==> config.mk <==
export PLATFORM = sky130hd
export DESIGN_NAME = serial_word_tx
export DESIGN_NICKNAME = d
export VERILOG_FILES = /design/src/rtl/serial_defs_pkg.sv /design/src/rtl/ser_shift_reg.sv /design/src/rtl/serial_word_tx.sv
export SDC_FILE = /design/constraint.sdc
export NUM_CORES = 1
export LEC_CHECK = 0
export ABC_AREA = 0
export ABC_CLOCK_PERIOD_IN_PS = 3100
export CAP_MARGIN = 20
export CORE_UTILIZATION = 53
export DETAILED_ROUTE_END_ITERATION = 10
export MAX_ROUTING_LAYER = met4
export PLACE_DENSITY = 0.85
export SYNTH_ARGS = -nofsm -noshare
export SYNTH_HDL_FRONTEND = slang
export SYNTH_SLANG_ARGS = --single-unit
export TNS_END_PERCENT = 100
==> constraint.sdc <==
create_clock -name t_clk -period 3.1 [get_ports t_clk]
set_input_delay 0.93 -clock t_clk [delete_from_list [all_inputs] [get_ports t_clk]]
set_output_delay 0.93 -clock t_clk [all_outputs]
set_load 0.03 [all_outputs]
==> src/rtl/serial_defs_pkg.sv <==
// Shared definitions for the bit-serial datapath blocks (transmitter, complementer, ...).
// State encodings are fixed so checkers and neighbouring blocks can decode them.
package serial_defs_pkg;

  typedef enum logic [1:0] {
    ST_IDLE  = 2'd0,
    ST_SHIFT = 2'd1,
    ST_GAP   = 2'd2
  } ser_state_t;

  localparam int SER_WIDTH_DEFAULT = 8;

endpackage

==> src/rtl/ser_shift_reg.sv <==
// WIDTH-bit load / shift-right register with a bit counter and last-bit flag.
// Load has priority over advance; the counter restarts at zero after the last bit.
module ser_shift_reg
  import serial_defs_pkg::*;
#(
  parameter int WIDTH = SER_WIDTH_DEFAULT
) (
  input  logic             clk,
  input  logic             rst_n,
  input  logic             load,
  input  logic [WIDTH-1:0] load_data,
  input  logic             advance,
  output logic             next_lsb,
  output logic             last
);

  localparam int CNT_W = $clog2(WIDTH);

  logic [WIDTH-1:0] shift;
  logic [CNT_W-1:0] bit_cnt;

  always_ff @(posedge clk or negedge rst_n) begin
    if (!rst_n) begin
      shift   <= '0;
      bit_cnt <= '0;
    end else if (load) begin
      shift   <= load_data;
      bit_cnt <= '0;
    end else if (advance) begin
      shift   <= shift >> 1;
      bit_cnt <= last ? '0 : bit_cnt + CNT_W'(1);
    end
  end

  // Bit that will be on the line after the next advance.
  assign next_lsb = shift[1];
  assign last     = (bit_cnt == CNT_W'(WIDTH - 1));

endmodule

==> src/rtl/serial_word_tx.sv <==
// Parallel-to-serial word transmitter, LSB first, with a one-entry hold buffer
// for zero-bubble back-to-back words and an optional idle gap after each word.
module serial_word_tx
  import serial_defs_pkg::*;
#(
  parameter int WIDTH = SER_WIDTH_DEFAULT,
  parameter int GAP   = 0
) (
  input  logic             t_clk,
  input  logic             rst_n,
  input  logic [WIDTH-1:0] din,
  input  logic             din_valid,
  output logic             din_ready,
  output logic             ser_bit,
  output logic             ser_start,
  output logic             ser_valid,
  output logic             busy
);

  // Handshake: a word transfers on a rising edge where din_valid && din_ready;
  // din_ready depends only on the hold buffer, never on din_valid.

  localparam logic [3:0] GAP_LAST = 4'((GAP > 0) ? GAP - 1 : 0);

  ser_state_t       state, state_nxt;
  logic [WIDTH-1:0] hold_data;
  logic [WIDTH-1:0] load_data;
  logic             hold_valid, hold_valid_nxt, hold_write;
  logic [3:0]       gap_cnt;
  logic             xfer, word_avail, take, gap_done;
  logic             next_lsb, last;

  assign din_ready  = !hold_valid;
  assign xfer       = din_valid && din_ready;
  assign word_avail = hold_valid || xfer;
  assign load_data  = hold_valid ? hold_data : din;
  assign gap_done   = (gap_cnt == GAP_LAST);

  ser_shift_reg #(.WIDTH(WIDTH)) u_shift (
    .clk      (t_clk),
    .rst_n    (rst_n),
    .load     (take),
    .load_data(load_data),
    .advance  (state == ST_SHIFT),
    .next_lsb (next_lsb),
    .last     (last)
  );

  always_comb begin
    state_nxt = state;
    take      = 1'b0;
    case (state)
      ST_IDLE: begin
        if (word_avail) begin
          take      = 1'b1;
          state_nxt = ST_SHIFT;
        end
      end
      ST_SHIFT: begin
        if (last) begin
          if (GAP > 0)         state_nxt = ST_GAP;
          else if (word_avail) take      = 1'b1;
          else                 state_nxt = ST_IDLE;
        end
      end
      ST_GAP: begin
        if (gap_done) begin
          if (word_avail) begin
            take      = 1'b1;
            state_nxt = ST_SHIFT;
          end else begin
            state_nxt = ST_IDLE;
          end
        end
      end
      default: state_nxt = ST_IDLE;
    endcase
    // A transfer bypasses hold only when the shifter consumes it directly.
    hold_write     = xfer && !(take && !hold_valid);
    hold_valid_nxt = (hold_valid && !take) || hold_write;
  end

  always_ff @(posedge t_clk or negedge rst_n) begin
    if (!rst_n) begin
      state      <= ST_IDLE;
      hold_valid <= 1'b0;
      hold_data  <= '0;
      gap_cnt    <= '0;
      ser_bit    <= 1'b0;
      ser_start  <= 1'b0;
      ser_valid  <= 1'b0;
      busy       <= 1'b0;
    end else begin
      state      <= state_nxt;
      hold_valid <= hold_valid_nxt;
      if (hold_write) hold_data <= din;
      gap_cnt    <= (state == ST_GAP) ? gap_cnt + 4'd1 : 4'd0;
      ser_valid  <= (state_nxt == ST_SHIFT);
      ser_start  <= take;
      ser_bit    <= take ? load_data[0] : ((state_nxt == ST_SHIFT) && next_lsb);
      busy       <= (state_nxt != ST_IDLE) || hold_valid_nxt;
    end
  end

endmodule
==> impl_metrics.json, run 1 <==
{
  "synth.top_cells.by_area": "dfrtp_1, ha_1, mux2_2, o311ai_0, a2111oi_0",
  "cts_num_sinks": 29,
  "hold_wc_startpoint": "gap_cnt[0]",
  "place.gp.congestion": 0.8153,
  "cts-root-buf": "clkbuf_4",
  "routed_wire_length_per_instance_microns": 16.13,
  "max_stage_delay_ps": 660,
  "path_clk_slew_ps": 100,
  "yosys_warnings": 0,
  "maxSlewHeadroom_pct": 51.38,
  "share_of_synthesized_area_occupied_by_flip_flops_and_latches_pct": 45.45,
  "grt_max_degree": 30,
  "netlist_instances": 137,
  "grt_pass1_wl_microns": 5195,
  "row_count": 19,
  "max_freq_mhz": 366.5,
  "power.share.switching_pct": 37.09,
  "critical_path.startpoint": "hold_valid",
  "cap_viol_max_count": 0,
  "internal_power_w": 0.0008506,
  "top_level_ports": 16,
  "dieArea_sq_um": 3236,
  "final_antenna_net_count": 0,
  "period_share_pct": 88.02,
  "antenna_found_initial": 0,
  "wl_microns": 3017,
  "multi_input_combinational_cell_area_sq_um": 784.5,
  "timing.clock.skew_ps": 4.788,
  "core_area_sq_um": 2805,
  "post_dp_cell_area_sq_um": 1759,
  "netlist_top_cells_count": "dfrtp_1, inv_1, ha_1",
  "grt_pass1_vias": 1112,
  "cp.buffers_inverters": 2,
  "synth_enable_flop_cells": 0,
  "synthMostInstantiatedCell": "dfrtp_1",
  "via_per_inst": 6.027,
  "crit_chain": "inv_1, clkdlybuf4s50_1",
  "hpwl_microns": 2081,
  "slew_violations": 0,
  "final_design_area_no_fill_sq_um": 1814,
  "async_flop_share_pct": 100.0,
  "critPathRequiredTime_ps": 2170,
  "synth_area_sq_um": 1597,
  "max_slew.worst_pin.slew_ps": 726.6,
  "post-route-drc-count": 0,
  "synthesis.area_per_instance_sq_um": 11.65,
  "setup.worst_path.class": "reg2out",
  "timing.critical_path.max_delay_family": "buffers and inverters",
  "cts_inserted_buffers": 5,
  "dp_cells": 179,
  "crit_path_dat_ps": 1800,
  "ant_diodes": 0,
  "dieHeight_microns": 56.89,
  "globalRouteOverflowTotal": 0,
  "final_layout_size_suffix_gt1_share_pct": 17.31,
  "vias": 1127,
  "number_of_nets_in_the_finished_design": 175,
  "min-delay-path-class": "reg2reg",
  "synth_top_area_share_pct": 45.45,
  "netlist-cell-type-count": 39,
  "clkPwrFrac_pct": 16.6,
  "power.density_cell_area_nw_per_um2": 745.2,
  "initial_utilization_pct": 56.91,
  "hold_viol": 0,
  "layout-area-overhead-vs-synth_pct": 13.64,
  "yosys_register_bits": 29,
  "crit_fanout": 17,
  "period_minus_slack_ps": 2729,
  "cts.repair.resized": 0,
  "post_cts_hold_buffer_count": 0,
  "setup_viols_final": 0,
  "io_port_bufs": 15,
  "final.fill_count": 232,
  "static-leakage-power_nw": 0.7741,
  "ys.flop_type": "dfrtp_1",
  "cts_max_level": 2,
  "fin_tns_setup_ps": 0,
  "tritoncts_clock_tree": "built",
  "cts-root-to-sink-buffers": 2,
  "peak_supply_drop_uv": 614.7,
  "final_cell_count_no_fill": 187,
  "track_usage_pct": 22.09,
  "rr_startpoint": "state[0]",
  "switchingPower_w": 0.0005015,
  "die_w_microns": 56.89,
  "power_frac_comb_pct": 38.7,
  "syn_nets": 157,
  "drt_iter0_markers": 33,
  "status": "completed",
  "drt-pass1-iter-count": 5,
  "cp_slowest_cell": "dfrtp_1",
  "yosys.area.top_type": "dfrtp_1",
  "worstSetupStartpointType": "register",
  "worstSetupEndpointType": "output pin",
  "clk-insertion-delay-late_ps": 320,
  "rsz_0062_raised_after_global_routing": "no",
  "share_seq_of_total_power_pct": 44.7,
  "ff_latch_area_sq_um": 725.7,
  "post-cts-setup-buffer-count": 0
}
-- through the flow --
stage	hold slack (ps)	setup slack (ps)	util (%)	total power, W
3_3_place_gp	474.5	203.8	62.71	0.001105
3_5_place_dp	489.4	120.9	62.71	0.001130
5_1_grt	524.6	244.5	64.67	0.001447
2_1_floorplan	450.5	640.3	-	0.0009846
6_report	512.1	371.5	64.67	0.001352
4_1_cts	511.7	357.9	64.67	0.001365
-- final timing paths --
kind,cells past startpoint,end,slack [ps]
setup / recovery,2,din_ready,370
hold / removal,1,gap_cnt[0],510
setup reg to reg,8,u_shift.shift[5],450
hold reg to reg,1,gap_cnt[0],510
max in group asynchronous,2,hold_data[4],1840
min in group asynchronous,2,gap_cnt[1],980
-- power by group through the flow --
stage	sequential, W	combinational (W)	clock (W)
CTS	0.000601	0.000527	0.000236
finish	0.000604	0.000524	0.000224
global placement	0.000601	0.000504	0
detailed placement	0.000606	0.000524	0
global route	0.000616	0.000577	0.000254
floorplan	0.000592	0.000393	0
-- cell type report --
class	count	share of cell area [%]
multi-input cells	91	43.24
well taps	31	2.138
flip-flops and latches	29	40.00
repair buffers	18	9.517
clock inverters	3	0.9655
inverters	10	2.069
clock buffers	5	2.069
-- state kept, by name (all words and copies together), names as in the netlist --
register	count
hold_data	8
ser_start	1
ser_bit	1
u_shift.bit_cnt	3
hold_valid	1
gap_cnt	4
ser_valid	1
busy	1
u_shift.shift	7
state	2
-- layer usage --
metal / global-route usage [%] / vias to the layer above / wire length (microns) / part of all wire (%)
met4: 10.10 / 0 / 23 / 0.76
met5: - / - / 0 / 0
met2: 34.62 / 30 / 1513 / 50
met3: 5.069 / 2 / 104 / 3.4
li1: - / 547 / - / -
met1: 27.14 / 548 / 1375 / 46
-- cell families (layout without fill, tap and decap cells) --
logic type	Yosys count	count (layout)	synth area share (%)
buf+inv	17	36	5.407
mux	13	13	9.405
simple gates	26	26	10.19
fa+ha+maj	9	9	7.053
compound gates	41	41	21.40
flops	29	29	45.45
xor+xnor	2	2	1.097
-- placed cells by master, fill, tap and decap left out, drive strengths merged, types with 2 or more instances in the layout --
cell,n
dfrtp,29
a311oi,2
clkinv,2
and2,3
a2111oi,6
a21oi,8
nand2,4
ha,9
nor2b,8
nor2,3
o311ai,7
clkbuf,5
clkdlybuf4s50,15
mux2,10
buf,3
o21ai,2
inv,10
mux2i,3
o31ai,6
o32ai,2
Power figures use the tool's default switching activity.
==> run 2, diff against run 1 <==
--- a/config.mk
+++ b/config.mk
@@ -6,12 +6,12 @@
 export NUM_CORES = 1
 export LEC_CHECK = 0
 export ABC_AREA = 0
-export ABC_CLOCK_PERIOD_IN_PS = 3100
+export ABC_CLOCK_PERIOD_IN_PS = 2500
 export CAP_MARGIN = 20
-export CORE_UTILIZATION = 53
+export CORE_UTILIZATION = 50
 export DETAILED_ROUTE_END_ITERATION = 10
 export MAX_ROUTING_LAYER = met4
-export PLACE_DENSITY = 0.85
+export PLACE_DENSITY = 0.84
 export SYNTH_ARGS = -nofsm -noshare
 export SYNTH_HDL_FRONTEND = slang
 export SYNTH_SLANG_ARGS = --single-unit
==> constraint.sdc (replaced) <==
create_clock -name t_clk -period 2.5 [get_ports t_clk]
set_input_delay 0.75 -clock t_clk [delete_from_list [all_inputs] [get_ports t_clk]]
set_output_delay 0.75 -clock t_clk [all_outputs]
set_load 0.03 [all_outputs]
==> impl_metrics.json, run 2 (synthesis results as in run 1) <==
{
  "drt_iter0_markers": 38,
  "post_cts_hold_buffer_count": 0,
  "dieHeight_microns": 58.51,
  "grt_max_degree": 30,
  "die_w_microns": 58.51,
  "post-route-drc-count": 0,
  "worstSetupEndpointType": "output pin",
  "path_clk_slew_ps": 90,
  "static-leakage-power_nw": 0.8035,
  "maxSlewHeadroom_pct": 67.56,
  "final_layout_size_suffix_gt1_share_pct": 19.75,
  "final_antenna_net_count": 0,
  "grt_pass1_wl_microns": 5402,
  "period_minus_slack_ps": 2285,
  "min-delay-path-class": "reg2reg",
  "post-cts-setup-buffer-count": 0,
  "largest_registers": "hold_data (8), u_shift.shift (7), gap_cnt (4)",
  "crit_path_dat_ps": 1530,
  "critical_path.startpoint": "hold_valid",
  "number_of_nets_in_the_finished_design": 181,
  "peak_supply_drop_uv": 699.2,
  "cap_viol_max_count": 0,
  "ant_diodes": 0,
  "clk-insertion-delay-late_ps": 340,
  "worstSetupStartpointType": "register",
  "core_area_sq_um": 3053,
  "cp_slowest_cell": "clkdlybuf4s50_1",
  "cts_inserted_buffers": 5,
  "cts_num_sinks": 29,
  "largest_register_ffs": 8,
  "setup_viols_final": 0,
  "timing.clock.skew_ps": 10.65,
  "antenna_found_initial": 0,
  "period_share_pct": 91.39,
  "cts-root-to-sink-buffers": 2,
  "vias": 1182,
  "drt-pass1-iter-count": 4,
  "crit_fanout": 2,
  "top_level_ports": 16,
  "row_count": 20,
  "setup.worst_path.class": "reg2out",
  "crit_chain": "inv_1, clkdlybuf4s50_1",
  "track_usage_pct": 22.27,
  "initial_utilization_pct": 52.30,
  "layout_commonest_cell": "dfrtp_1",
  "rr_startpoint": "u_shift.bit_cnt[0]",
  "final_design_area_no_fill_sq_um": 1872,
  "routed_wire_length_per_instance_microns": 15.23,
  "grt_pass1_vias": 1192,
  "hpwl_microns": 2314,
  "power.density_cell_area_nw_per_um2": 915.0,
  "wl_microns": 3137,
  "final_cell_mix": "dfrtp_1, clkdlybuf4s50_1, inv_1",
  "cts-root-buf": "clkbuf_4",
  "final.hold.worst_slack_ps": 499.0,
  "place.gp.congestion": 0.8582,
  "max_slew.worst_pin.slew_ps": 474.3,
  "max_stage_delay_ps": 700,
  "rsz_0062_raised_after_global_routing": "no",
  "hold_viol": 0,
  "cts_max_level": 2,
  "slew_violations": 0,
  "final.fill_count": 258,
  "status": "completed",
  "top_register": "hold_data",
  "dieArea_sq_um": 3423,
  "max_freq_mhz": 437.7,
  "globalRouteOverflowTotal": 0,
  "layout-area-overhead-vs-synth_pct": 17.24,
  "critPathRequiredTime_ps": 1750,
  "post_dp_cell_area_sq_um": 1821,
  "hold_wc_startpoint": "gap_cnt[0]",
  "via_per_inst": 5.738,
  "cts.repair.resized": 0,
  "io_port_bufs": 15,
  "tritoncts_clock_tree": "built"
}
[run 2: cell count changes in the layout (fill, tap and decap cells not counted), sizes merged]
cell / before / now
buf: 3 / 9
clkbuf: 5 / 6
clkinvlp: 1 / 0
[run 2: final cells by class]
class | count | area, sq um | area share [%]
Timing Repair Buffer | 24 | 217.7 | 11.63
Sequential cell | 29 | 725.7 | 38.77
Clock inverter | 2 | 10.01 | 0.5348
Inverter | 10 | 37.54 | 2.005
Clock buffer | 6 | 41.29 | 2.206
Multi-Input combinational cell | 91 | 784.5 | 41.91
Tap cell | 44 | 55.05 | 2.941
[run 2: final timing paths]
path | endpoint | slack, ps | cells after the start
hold / removal | gap_cnt[0] | 500 | 1
max in group asynchronous | ser_start | 1440 | 2
hold reg to reg | gap_cnt[0] | 500 | 1
setup / recovery | din_ready | 220 | 2
setup reg to reg | hold_data[5] | 310 | 7
min in group asynchronous | u_shift.bit_cnt[1] | 780 | 2
[run 2: worst max-delay path: cells and delay by family (launching register included)]
| kind | cells | cell delay (ps) |
|---|---|---|
| flops | 1 | 400 |
| buf+inv | 2 | 810 |
[run 2: metrics by stage]
stage,std cells,util [%],power [W],setup TNS (ps),setup slack (ps)
global placement,198,59.63,0.001395,-24.15,-24.15
floorplan,137,-,0.001221,0,40.33
global route,206,61.31,0.001816,0,182.0
CTS,206,61.31,0.001716,0,210.5
detailed placement,198,59.63,0.001445,0,48.45
finish,206,61.31,0.001713,0,215.1
[run 2: power by group]
group | internal [W] | switching (W)
Sequential | 0.000631 | 0.0000879
Combinational | 0.000344 | 0.000375
Clock | 0.000107 | 0.000168
Total | 0.00108 | 0.000631
[run 2: per-layer routing]
| layer | GRT usage (%) | vias up | share of wire, % |
|---|---|---|---|
| met3 | 6.154 | 5 | 4.1 |
| met1 | 25.50 | 580 | 42 |
| li1 | - | 566 | - |
| met4 | 10.54 | 0 | 1.9 |
| met2 | 36.29 | 31 | 52 |
| met5 | - | - | 0 |
==> run 3, diff against run 2 <==
--- a/config.mk
+++ b/config.mk
@@ -8,6 +8,7 @@
 export ABC_AREA = 0
 export ABC_CLOCK_PERIOD_IN_PS = 2500
 export CAP_MARGIN = 20
+export CORE_MARGIN = 2
 export CORE_UTILIZATION = 50
 export DETAILED_ROUTE_END_ITERATION = 10
 export MAX_ROUTING_LAYER = met4
==> impl_metrics.json, run 3 (synthesis results as in run 1) <==
{
  "status": "completed",
  "post_cts_hold_buffer_count": 0,
  "share_seq_of_total_power_pct": 41.9,
  "post-cts-setup-buffer-count": 0,
  "number_of_nets_in_the_finished_design": 181,
  "internal_power_w": 0.001080,
  "clkPwrFrac_pct": 16.1,
  "cp_slowest_cell": "clkdlybuf4s50_1",
  "track_usage_pct": 21.39,
  "largest_register_ffs": 8,
  "top_register": "hold_data",
  "switchingPower_w": 0.0006277,
  "dieHeight_microns": 60.51,
  "worstSetupStartpointType": "register",
  "reg2reg_setup_slack_ps": 280,
  "wl_microns": 3166,
  "layout_commonest_cell": "dfrtp_1",
  "drt-pass1-iter-count": 4,
  "setup_viols_final": 0,
  "cts-root-buf": "clkbuf_4",
  "final_layout_size_suffix_gt1_share_pct": 19.75,
  "min-delay-path-class": "reg2reg",
  "max_slew.worst_pin.slew_ps": 564.4,
  "drt_iter0_markers": 34,
  "post_layout_utilization_of_the_core_pct": 61.31,
  "dieArea_sq_um": 3661,
  "critical_path.startpoint": "hold_valid",
  "rr_worst_depth": 7,
  "cts_num_sinks": 29,
  "grt_pass1_vias": 1190,
  "final.fill_count": 248,
  "dp_cells": 198,
  "rr_startpoint": "state[1]",
  "critPathRequiredTime_ps": 1750,
  "rsz_0062_raised_after_global_routing": "no",
  "path_depth": 2,
  "tritoncts_clock_tree": "built",
  "post-route-drc-count": 0,
  "row_count": 20,
  "static-leakage-power_nw": 0.8035,
  "timing.final.ws_setup_ps": 212.0,
  "die_w_microns": 60.51,
  "grt_max_degree": 30,
  "clk-insertion-delay-late_ps": 340,
  "cts.repair.resized": 0,
  "cap_viol_max_count": 0,
  "max_freq_mhz": 437.1,
  "power.share.switching_pct": 36.76,
  "post_dp_cell_area_sq_um": 1821,
  "period_minus_slack_ps": 2288,
  "core_area_sq_um": 3053,
  "hold_viol": 0,
  "period_share_pct": 91.52,
  "io_port_bufs": 15,
  "setup.worst_path.class": "reg2out",
  "power.density_cell_area_nw_per_um2": 912.4,
  "worstSetupEndpointType": "output pin",
  "antenna_found_initial": 0,
  "top_level_ports": 16,
  "final_cell_mix": "dfrtp_1, clkdlybuf4s50_1, inv_1",
  "cts_inserted_buffers": 5,
  "endpoint_of_the_worst_setup_timing_path": "din_ready",
  "maxSlewHeadroom_pct": 61.40,
  "layout-area-overhead-vs-synth_pct": 17.24,
  "vias": 1184,
  "initial_utilization_pct": 52.30,
  "placement.setup.worst_slack_ps": -50.39,
  "crit_reg_reg_endpoint": "u_shift.shift[5]",
  "path_clk_slew_ps": 90,
  "peak_supply_drop_uv": 574.6,
  "cts-root-to-sink-buffers": 2,
  "ant_diodes": 0,
  "max_stage_delay_ps": 690,
  "timing.critical_path.max_delay_family": "buffers and inverters",
  "grt_pass1_wl_microns": 5444,
  "crit_chain": "inv_1, clkdlybuf4s50_1",
  "final_cell_count_no_fill": 206,
  "final_design_area_no_fill_sq_um": 1872,
  "final_antenna_net_count": 0,
  "power_frac_comb_pct": 42.0,
  "cp.buffers_inverters": 2,
  "largest_registers": "hold_data (8), u_shift.shift (7), gap_cnt (4)",
  "crit_fanout": 2,
  "cts_max_level": 2,
  "place.gp.congestion": 0.8094,
  "globalRouteOverflowTotal": 0,
  "slew_violations": 0,
  "timing.clock.skew_ps": 11.49,
  "via_per_inst": 5.748,
  "crit_path_dat_ps": 1540,
  "hpwl_microns": 2370,
  "routed_wire_length_per_instance_microns": 15.37
}
-- run 3: cell counts in the layout (fill, tap and decap cells not counted) --
Identical to the previous run, type by type.
-- run 3: final cells by class --
type	count	area [sq um]	share of cell area [%]
Clock buffer	6	41.29	2.206
Clock inverter	2	10.01	0.5348
Inverter	10	37.54	2.005
Multi-Input combinational cell	91	784.5	41.91
Sequential cell	29	725.7	38.77
Tap cell	44	55.05	2.941
Timing Repair Buffer	24	217.7	11.63
-- run 3: worst min-delay path by stage --
stage                     from    endpoint  slack (ps)  depth (start not counted)
floorplan                rst_n        busy         450                          0
global placement    gap_cnt[0]  gap_cnt[0]         470                          1
detailed placement  gap_cnt[0]  gap_cnt[0]         480                          1
CTS                 gap_cnt[0]  gap_cnt[0]         500                          1
global route        gap_cnt[0]  gap_cnt[0]         530                          1
finish              gap_cnt[0]  gap_cnt[0]         490                          1
-- run 3: power by group through the flow --
stage / clock [W] / combinational, W / sequential [W]
finish: 0.000275 / 0.000717 / 0.000715
floorplan: 0 / 0.000487 / 0.000734
detailed placement: 0 / 0.000721 / 0.000724
CTS: 0.000281 / 0.000720 / 0.000715
global route: 0.000300 / 0.000782 / 0.000734
global placement: 0 / 0.000683 / 0.000711
-- run 3: per-layer routing --
| metal | up-vias | part of all wire (%) | GRT usage [%] |
|---|---|---|---|
| li1 | 564 | - | - |
| met1 | 582 | 43 | 25.10 |
| met2 | 33 | 51 | 33.85 |
| met3 | 5 | 4.9 | 5.970 |
| met4 | 0 | 1.7 | 10.56 |
| met5 | - | 0 | - |
-- run 3: stage by stage --
stage	hold WS [ps]	power (W)	TNS, ps
2_1_floorplan	450.5	0.001221	0
3_3_place_gp	468.3	0.001394	-26.86
3_5_place_dp	479.4	0.001445	-50.39
4_1_cts	495.2	0.001716	0
5_1_grt	529.3	0.001817	0
6_report	493.0	0.001708	0
